### config.mk
export PLATFORM = sky130hd
export DESIGN_NAME = spi_mem_arbiter_flat
export DESIGN_NICKNAME = d
export VERILOG_FILES = /design/src/rtl/spi_mem_pkg.sv /design/src/rtl/spi_mem_arbiter_if.sv /design/src/rtl/spi_shifter.sv /design/src/rtl/spi_mem_arbiter.sv /design/src/flat_wrapper.sv
export SDC_FILE = /design/constraint.sdc
export NUM_CORES = 1
export LEC_CHECK = 0
export ABC_AREA = 1
export BUFFER_PORTS_ARGS = -buffer_cell sky130_fd_sc_hd__buf_2
export CORE_UTILIZATION = 35
export CTS_BUF_LIST = sky130_fd_sc_hd__clkbuf_16
export DETAILED_ROUTE_END_ITERATION = 10
export SLEW_MARGIN = 25
export SYNTH_ARGS = -nofsm -noshare
export SYNTH_HDL_FRONTEND = slang
export SYNTH_SLANG_ARGS = --single-unit
### constraint.sdc
create_clock -name clk -period 9.99 [get_ports clk]
set_clock_uncertainty 0.2 [all_clocks]
set_input_delay 1.4985 -clock clk [delete_from_list [all_inputs] [get_ports clk]]
set_output_delay 1.4985 -clock clk [all_outputs]
set_load 0.005 [all_outputs]
### src/rtl/spi_mem_pkg.sv
`default_nettype none
// ============================================================================
// Module   : spi_mem_pkg
// Brief    : Shared constants, state encoding and helpers for spi_mem_arbiter.
// Revision : 1.0 - initial release
// ============================================================================
package spi_mem_pkg;

    localparam logic [7:0] SPI_CMD_READ  = 8'h03;
    localparam logic [7:0] SPI_CMD_WRITE = 8'h02;

    typedef enum logic [1:0] {
        ST_IDLE  = 2'd0,
        ST_START = 2'd1,
        ST_SHIFT = 2'd2,
        ST_STOP  = 2'd3
    } state_t;

    localparam logic [1:0] c_SIZE_BYTE = 2'd0;
    localparam logic [1:0] c_SIZE_HALF = 2'd1;
    localparam logic [1:0] c_SIZE_WORD = 2'd2;

    localparam logic c_PORT_FETCH = 1'b0;
    localparam logic c_PORT_DATA  = 1'b1;

    function automatic logic [2:0] size_bytes(input logic [1:0] size);
        logic [2:0] v;
        case (size)
            c_SIZE_BYTE: v = 3'd1;
            c_SIZE_HALF: v = 3'd2;
            default:     v = 3'd4;
        endcase
        return v;
    endfunction

    // Received bytes arrive first-byte-highest; reorder to little-endian.
    function automatic logic [31:0] align_rdata(input logic [31:0] rx, input logic [1:0] size);
        logic [31:0] v;
        case (size)
            c_SIZE_BYTE: v = {24'h0, rx[7:0]};
            c_SIZE_HALF: v = {16'h0, rx[7:0], rx[15:8]};
            default:     v = {rx[7:0], rx[15:8], rx[23:16], rx[31:24]};
        endcase
        return v;
    endfunction

endpackage
`default_nettype wire

### src/rtl/spi_mem_arbiter_if.sv
`default_nettype none
// ============================================================================
// Module   : spi_mem_arbiter_if
// Brief    : CPU-side fetch and load/store request bundle for spi_mem_arbiter.
// Revision : 1.0 - initial release
// ============================================================================
interface spi_mem_arbiter_if #(
    parameter int ADDR_W = 24
);
    logic              f_req;
    logic [ADDR_W-1:0] f_addr;
    logic [31:0]       f_rdata;
    logic              f_done;

    logic              d_req;
    logic              d_we;
    logic [1:0]        d_size;
    logic [ADDR_W-1:0] d_addr;
    logic [31:0]       d_wdata;
    logic [31:0]       d_rdata;
    logic              d_done;
    logic              d_err;

    modport master (
        output f_req, f_addr, d_req, d_we, d_size, d_addr, d_wdata,
        input  f_rdata, f_done, d_rdata, d_done, d_err
    );

    modport slave (
        input  f_req, f_addr, d_req, d_we, d_size, d_addr, d_wdata,
        output f_rdata, f_done, d_rdata, d_done, d_err
    );
endinterface
`default_nettype wire

### src/rtl/spi_shifter.sv
`default_nettype none
// ============================================================================
// Module   : spi_shifter
// Brief    : Mode-0 SPI bit engine: MSB-first shift-out, sclk = clk/2, miso capture.
// Revision : 1.0 - initial release
// ============================================================================
module spi_shifter #(
    parameter int FRAME_W = 64,
    parameter int CNT_W   = $clog2(FRAME_W + 1)
) (
    input  wire logic               clk,
    input  wire logic               rst,
    input  wire logic               i_start,
    input  wire logic [FRAME_W-1:0] i_frame,
    input  wire logic [CNT_W-1:0]   i_nbits,
    input  wire logic               i_miso,
    output logic                    o_sclk,
    output logic                    o_mosi,
    output logic                    o_last,
    output logic [31:0]             o_rx
);

    logic [FRAME_W-1:0] r_sreg;
    logic [CNT_W-1:0]   r_cnt;
    logic               r_active;
    logic               r_sclk;
    logic               r_last;
    logic [31:0]        r_rx;

    // Load happens on the grant edge, so the first cycle (START) holds sclk low
    // with cmd[7] already on mosi.
    always_ff @(posedge clk or posedge rst) begin
        if (rst) begin
            r_sreg   <= '0;
            r_cnt    <= '0;
            r_active <= 1'b0;
            r_sclk   <= 1'b0;
            r_last   <= 1'b0;
            r_rx     <= '0;
        end else begin
            r_last <= 1'b0;
            if (i_start) begin
                r_sreg   <= i_frame;
                r_cnt    <= i_nbits;
                r_active <= 1'b1;
                r_sclk   <= 1'b0;
            end else if (r_active) begin
                if (r_last) begin
                    r_active <= 1'b0;
                end else if (!r_sclk) begin
                    r_sclk <= 1'b1;
                end else begin
                    r_sclk <= 1'b0;
                    r_rx   <= {r_rx[30:0], i_miso};
                    r_cnt  <= r_cnt - CNT_W'(1);
                    if (r_cnt == CNT_W'(1)) begin
                        r_last <= 1'b1;
                        r_sreg <= '0;
                    end else begin
                        r_sreg <= {r_sreg[FRAME_W-2:0], 1'b0};
                    end
                end
            end
        end
    end

    assign o_sclk = r_sclk;
    assign o_mosi = r_sreg[FRAME_W-1];
    assign o_last = r_last;
    assign o_rx   = r_rx;

endmodule
`default_nettype wire

### src/rtl/spi_mem_arbiter.sv
`default_nettype none
// ============================================================================
// Module   : spi_mem_arbiter
// Brief    : Shares one SPI bus between instruction fetch and load/store, routing
//            each transaction to the ROM or RAM chip-select by address MSB.
// Revision : 1.0 - initial release
// ============================================================================
module spi_mem_arbiter
    import spi_mem_pkg::*;
#(
    parameter int ADDR_W = 24
) (
    input  wire logic        clk,
    input  wire logic        rst,
    spi_mem_arbiter_if.slave bus,
    output logic             spi_sclk,
    output logic             spi_mosi,
    input  wire logic        spi_miso,
    output logic             spi_cs_rom_n,
    output logic             spi_cs_ram_n,
    output logic             busy
);

    localparam int c_HDR_W   = 8 + ADDR_W;
    localparam int c_FRAME_W = c_HDR_W + 32;
    localparam int c_CNT_W   = $clog2(c_FRAME_W + 1);

    state_t      r_state;
    logic        r_port;
    logic [1:0]  r_size;
    logic        r_cs_rom_n;
    logic        r_cs_ram_n;
    logic        r_busy;
    logic        r_f_done;
    logic        r_d_done;
    logic        r_d_err;
    logic [31:0] r_f_rdata;
    logic [31:0] r_d_rdata;

    logic                 w_grant_data;
    logic                 w_grant;
    logic                 w_we;
    logic                 w_rom_wr;
    logic                 w_start;
    logic                 w_last;
    logic [1:0]           w_size;
    logic [ADDR_W-1:0]    w_addr;
    logic [7:0]           w_cmd;
    logic [31:0]          w_wbytes;
    logic [c_FRAME_W-1:0] w_frame;
    logic [c_CNT_W-1:0]   w_nbits;
    logic [31:0]          w_rx;

    // Data port has fixed priority over fetch.
    assign w_grant_data = bus.d_req;
    assign w_grant      = bus.d_req | bus.f_req;
    assign w_we         = w_grant_data & bus.d_we;
    assign w_size       = w_grant_data ? bus.d_size : c_SIZE_WORD;
    assign w_addr       = w_grant_data ? bus.d_addr : bus.f_addr;
    assign w_rom_wr     = w_we & ~w_addr[ADDR_W-1];
    assign w_cmd        = w_we ? SPI_CMD_WRITE : SPI_CMD_READ;
    assign w_wbytes     = w_we ? {bus.d_wdata[7:0], bus.d_wdata[15:8],
                                  bus.d_wdata[23:16], bus.d_wdata[31:24]} : 32'h0;
    assign w_frame      = {w_cmd, w_addr, w_wbytes};
    assign w_nbits      = c_CNT_W'(c_HDR_W) + c_CNT_W'({size_bytes(w_size), 3'b000});
    assign w_start      = (r_state == ST_IDLE) & w_grant & ~w_rom_wr;

    spi_shifter #(
        .FRAME_W (c_FRAME_W),
        .CNT_W   (c_CNT_W)
    ) u_shifter (
        .clk     (clk),
        .rst     (rst),
        .i_start (w_start),
        .i_frame (w_frame),
        .i_nbits (w_nbits),
        .i_miso  (spi_miso),
        .o_sclk  (spi_sclk),
        .o_mosi  (spi_mosi),
        .o_last  (w_last),
        .o_rx    (w_rx)
    );

    always_ff @(posedge clk or posedge rst) begin
        if (rst) begin
            r_state    <= ST_IDLE;
            r_port     <= c_PORT_FETCH;
            r_size     <= c_SIZE_WORD;
            r_cs_rom_n <= 1'b1;
            r_cs_ram_n <= 1'b1;
            r_busy     <= 1'b0;
            r_f_done   <= 1'b0;
            r_d_done   <= 1'b0;
            r_d_err    <= 1'b0;
            r_f_rdata  <= '0;
            r_d_rdata  <= '0;
        end else begin
            r_f_done <= 1'b0;
            r_d_done <= 1'b0;
            r_d_err  <= 1'b0;
            case (r_state)
                ST_IDLE: begin
                    if (w_grant) begin
                        r_port <= w_grant_data ? c_PORT_DATA : c_PORT_FETCH;
                        r_size <= w_size;
                        r_busy <= 1'b1;
                        // ROM writes are refused without touching the bus.
                        if (w_rom_wr) begin
                            r_d_done <= 1'b1;
                            r_d_err  <= 1'b1;
                            r_state  <= ST_STOP;
                        end else begin
                            r_cs_rom_n <= w_addr[ADDR_W-1];
                            r_cs_ram_n <= ~w_addr[ADDR_W-1];
                            r_state    <= ST_START;
                        end
                    end
                end
                ST_START: begin
                    r_state <= ST_SHIFT;
                end
                ST_SHIFT: begin
                    if (w_last) begin
                        r_cs_rom_n <= 1'b1;
                        r_cs_ram_n <= 1'b1;
                        r_state    <= ST_STOP;
                        if (r_port == c_PORT_DATA) begin
                            r_d_done  <= 1'b1;
                            r_d_rdata <= align_rdata(w_rx, r_size);
                        end else begin
                            r_f_done  <= 1'b1;
                            r_f_rdata <= align_rdata(w_rx, c_SIZE_WORD);
                        end
                    end
                end
                ST_STOP: begin
                    r_busy  <= 1'b0;
                    r_state <= ST_IDLE;
                end
                default: begin
                    r_state <= ST_IDLE;
                end
            endcase
        end
    end

    assign spi_cs_rom_n = r_cs_rom_n;
    assign spi_cs_ram_n = r_cs_ram_n;
    assign busy         = r_busy;
    assign bus.f_rdata  = r_f_rdata;
    assign bus.f_done   = r_f_done;
    assign bus.d_rdata  = r_d_rdata;
    assign bus.d_done   = r_d_done;
    assign bus.d_err    = r_d_err;

endmodule
`default_nettype wire

### src/flat_wrapper.sv
// flat-port wrapper written by rule: the top's interface ports become plain ports
module spi_mem_arbiter_flat import spi_mem_pkg::*;
#(
    parameter int ADDR_W = 24
)
  (clk, rst, spi_sclk, spi_mosi, spi_miso, spi_cs_rom_n, spi_cs_ram_n, busy, bus_f_req, bus_f_addr, bus_d_req, bus_d_we, bus_d_size, bus_d_addr, bus_d_wdata, bus_f_rdata, bus_f_done, bus_d_rdata, bus_d_done, bus_d_err);
  spi_mem_arbiter_if #(.ADDR_W(ADDR_W)) bus_i ();
  input  wire logic clk;
  input  wire logic rst;
  output logic spi_sclk;
  output logic spi_mosi;
  input  wire logic spi_miso;
  output logic spi_cs_rom_n;
  output logic spi_cs_ram_n;
  output logic busy;
  input wire logic [$bits(bus_i.f_req)-1:0] bus_f_req;
  input wire logic [$bits(bus_i.f_addr)-1:0] bus_f_addr;
  input wire logic [$bits(bus_i.d_req)-1:0] bus_d_req;
  input wire logic [$bits(bus_i.d_we)-1:0] bus_d_we;
  input wire logic [$bits(bus_i.d_size)-1:0] bus_d_size;
  input wire logic [$bits(bus_i.d_addr)-1:0] bus_d_addr;
  input wire logic [$bits(bus_i.d_wdata)-1:0] bus_d_wdata;
  output wire logic [$bits(bus_i.f_rdata)-1:0] bus_f_rdata;
  output wire logic [$bits(bus_i.f_done)-1:0] bus_f_done;
  output wire logic [$bits(bus_i.d_rdata)-1:0] bus_d_rdata;
  output wire logic [$bits(bus_i.d_done)-1:0] bus_d_done;
  output wire logic [$bits(bus_i.d_err)-1:0] bus_d_err;
  assign bus_i.f_req = bus_f_req;
  assign bus_i.f_addr = bus_f_addr;
  assign bus_i.d_req = bus_d_req;
  assign bus_i.d_we = bus_d_we;
  assign bus_i.d_size = bus_d_size;
  assign bus_i.d_addr = bus_d_addr;
  assign bus_i.d_wdata = bus_d_wdata;
  assign bus_f_rdata = bus_i.f_rdata;
  assign bus_f_done = bus_i.f_done;
  assign bus_d_rdata = bus_i.d_rdata;
  assign bus_d_done = bus_i.d_done;
  assign bus_d_err = bus_i.d_err;
  spi_mem_arbiter #(.ADDR_W(ADDR_W)) u_core (.clk(clk), .rst(rst), .bus(bus_i), .spi_sclk(spi_sclk), .spi_mosi(spi_mosi), .spi_miso(spi_miso), .spi_cs_rom_n(spi_cs_rom_n), .spi_cs_ram_n(spi_cs_ram_n), .busy(busy));
endmodule
==> flow_metrics.py <==
metrics = {
    "outcome": {
        "status": "finished clean",
    },
    "timing": {
        "fin_hold_ws_ps": 259,
        "maxSlewViolCount": 0,
        "fin_crit_ps": 4420,
        "tightest_slew_ps": 985,
        "fin_crit_sh": 0.443,
        "relSlewSlack": 0.341,
        "fmax_mhz": 226,
        "rsz0062_at_grt": "no",
        "setup_tns_ps": 0,
        "finalSetupViolCount": 0,
        "hold_violations": 0,
    },
    "clock_network": {
        "postCtsHoldBufs": 0,
        "cts_resized": 0,
        "numCtsBuffers": 17,
        "cts_setup_buffers": 0,
        "root_buffer": "clkbuf_16",
        "clk_pin_slew_ps": 70,
        "htreeDepth": 4,
        "cts_tree": "built",
        "clk_path_buf_depth": 2,
        "clock-sinks": 181,
        "insertion_delay_ps": 430,
    },
    "cells_and_area": {
        "num_antenna_cells": 0,
        "syn2layout_area_growth_pct": 19.1,
        "drive_gt1_frac": 0.179,
        "nNetsFinal": 1298,
    },
    "yosys": {
        "synth.distinct_cells": 32,
        "ys_seq_elements": 181,
        "postSynthAreaPerCell_um2": 7.84,
        "synth_most_common_cell": "nand2_1",
        "ys_seq_area_frac": 0.537,
        "syn-cell-area_um2": 8440,
        "synth_edf_count": 0,
        "yosys_most_used_dff": "dfrtp_1",
        "synth_top_cell_by_area": "dfrtp_1",
        "synth_area_leaders": "dfrtp_1 53%, nand2_1 16%, nor2_1 8.0%, inv_1 4.5%, nand3_1 2.2%",
        "synth_fp_nets": 1170,
        "async_flop_share": 1.00,
        "synth_top_area_frac": 0.528,
        "syn_inst": 1076,
        "yosys-top-cells-count": "354 x nand2_1, 179 x nor2_1, 178 x dfrtp_1",
        "yosysWarningCount": 0,
    },
    "routing": {
        "vias_per_cell": 4.61,
        "vias": 7076,
        "post_drt_wl_per_cell_um": 13.1,
        "drc": 0,
        "wirelength_mm": 20.2,
        "drt_pass1_iterations": 5,
        "ant_nets": 0,
        "drt_iter0_markers": 483,
    },
    "placed_design": {
        "dpl.hpwl_mm": 13.2,
        "globalplace.congestion": 0.762,
        "portBuffers": 159,
    },
    "floorplan": {
        "core_area_um2": 23500,
        "initial_core_util": 0.358,
        "die_x_um": 157,
        "die_y_um": 157,
        "die_area_um2": 24700,
        "num_rows": 56,
        "io_pins": 160,
    },
    "critical_path": {
        "critPathCaptureType": "flop",
        "worstSetupStartpoint": "bus_d_req",
        "path_class": "in2reg",
        "r2r_start": "u_core.r_state[0]",
        "required_ps": 10160,
        "worstPathArrival_ps": 4590,
        "crit_path_max_fanout": 66,
        "critPathLaunchType": "primary input",
    },
    "hold_path": {
        "hold_start": "u_core.spi_cs_ram_n",
        "hp-class": "reg2reg",
    },
    "grt": {
        "antenna_found_initial": 1,
        "grt-ovfl-total": 0,
        "grt_usage": 0.173,
        "grt_max_degree": 115,
        "grt_pass1_wl_mm": 33.3,
        "grt_pass1_vias": 6396,
    },
    "flow_run": {
        "maxCapViolCount": 0,
    },
    "power": {
        "powerDensity_nw_per_um2": 280,
        "p_leak_uw": 0.00526,
        "vdd_drop_max_v": 0.000127,
    },
}
## state kept, by name, indices dropped and copies added (netlist names)
name                       flops
u_core.r_port                  1
u_core.u_shifter.r_sreg       64
u_core.r_size                  2
u_core.spi_cs_ram_n            1
u_core.spi_cs_rom_n            1
u_core.bus.f_rdata            32
u_core.bus.d_rdata            32
u_core.u_shifter.o_rx         32
u_core.bus.d_done              1
u_core.u_shifter.o_sclk        1
u_core.bus.f_done              1
u_core.u_shifter.r_active      1
u_core.r_state                 2
u_core.u_shifter.o_last        1
u_core.u_shifter.r_cnt         7
u_core.busy                    1
u_core.bus.d_err               1
## kinds of logic after synthesis
group	share of synthesized area
XOR/XNOR	0.00104
flip-flops	0.537
multiplexers	0.00534
buffers and inverters	0.0792
AO/OA/AOI/OAI	0.0943
AND/OR/NAND/NOR	0.274
adder cells (fa/ha/maj)	0.00890
## where the power goes
group	switching, µW	internal (µW)	total, µW
combinational	686	338	1020
sequential	131	967	1100
clock	301	395	696
## critical path, cell delays in order
cell and delay [ps]:
buf_2 620, nand3_1 230, nand2_2 660, nand2_4 590, nor2_4 710, nand2_1 130
nand3_1 100
## layout make-up
cell class                      count  area [µm²]
Fill cell                        2467       13500
Inverter                          107         409
Tap cell                          319         399
Multi-Input combinational cell    732        3260
Sequential cell                   181        4530
Clock buffer                       17         425
Clock inverter                     15         181
Timing Repair Buffer              165         841
## per-layer routing
metal / global-route usage / routed length, µm
met3: 0.0350 / 951
met2: 0.268 / 9300
met5: 0 / 17
met1: 0.245 / 9740
met4: 0.0462 / 176
## path summary, 6_finish.rpt
check                                               to  slack, ps  cells after the start
setup / recovery           u_core.u_shifter.r_sreg[39]       5570                      7
hold / removal                     u_core.spi_cs_ram_n        260                      2
setup reg to reg           u_core.u_shifter.r_sreg[39]       6620                      9
hold reg to reg                    u_core.spi_cs_ram_n        260                      2
max in group asynchronous        u_core.bus.f_rdata[3]       7200                      3
min in group asynchronous       u_core.bus.f_rdata[22]       1010                      2
## metrics by stage
stage	std cells	setup WS (ps)	util	power (µW)	cell area, µm²
floorplan	1076	3380	-	1900	8440
global placement	1504	4390	0.401	2120	9430
detailed placement	1504	5100	0.401	2150	9440
CTS	1536	5550	0.427	2850	10000
global route	1536	5140	0.427	3070	10100
finish	1536	5570	0.427	2820	10100
## cells in the final DEF (no fill, tap or decap), drive strengths merged
cell type,instances
mux2,4
buf,165
nand3b,1
nor2,182
o31ai,17
a21boi,1
nor3,3
o211ai,20
clkinv,7
nand4,9
dfstp,3
clkbuf,17
a21oi,5
o21a,8
ha,6
inv,109
dfrtp,178
clkinvlp,3
a22oi,1
o22ai,10
nand2,356
bufinv,3
o21ai,71
nand3,37
xnor2,1
(Power assumes the default switching activity.)
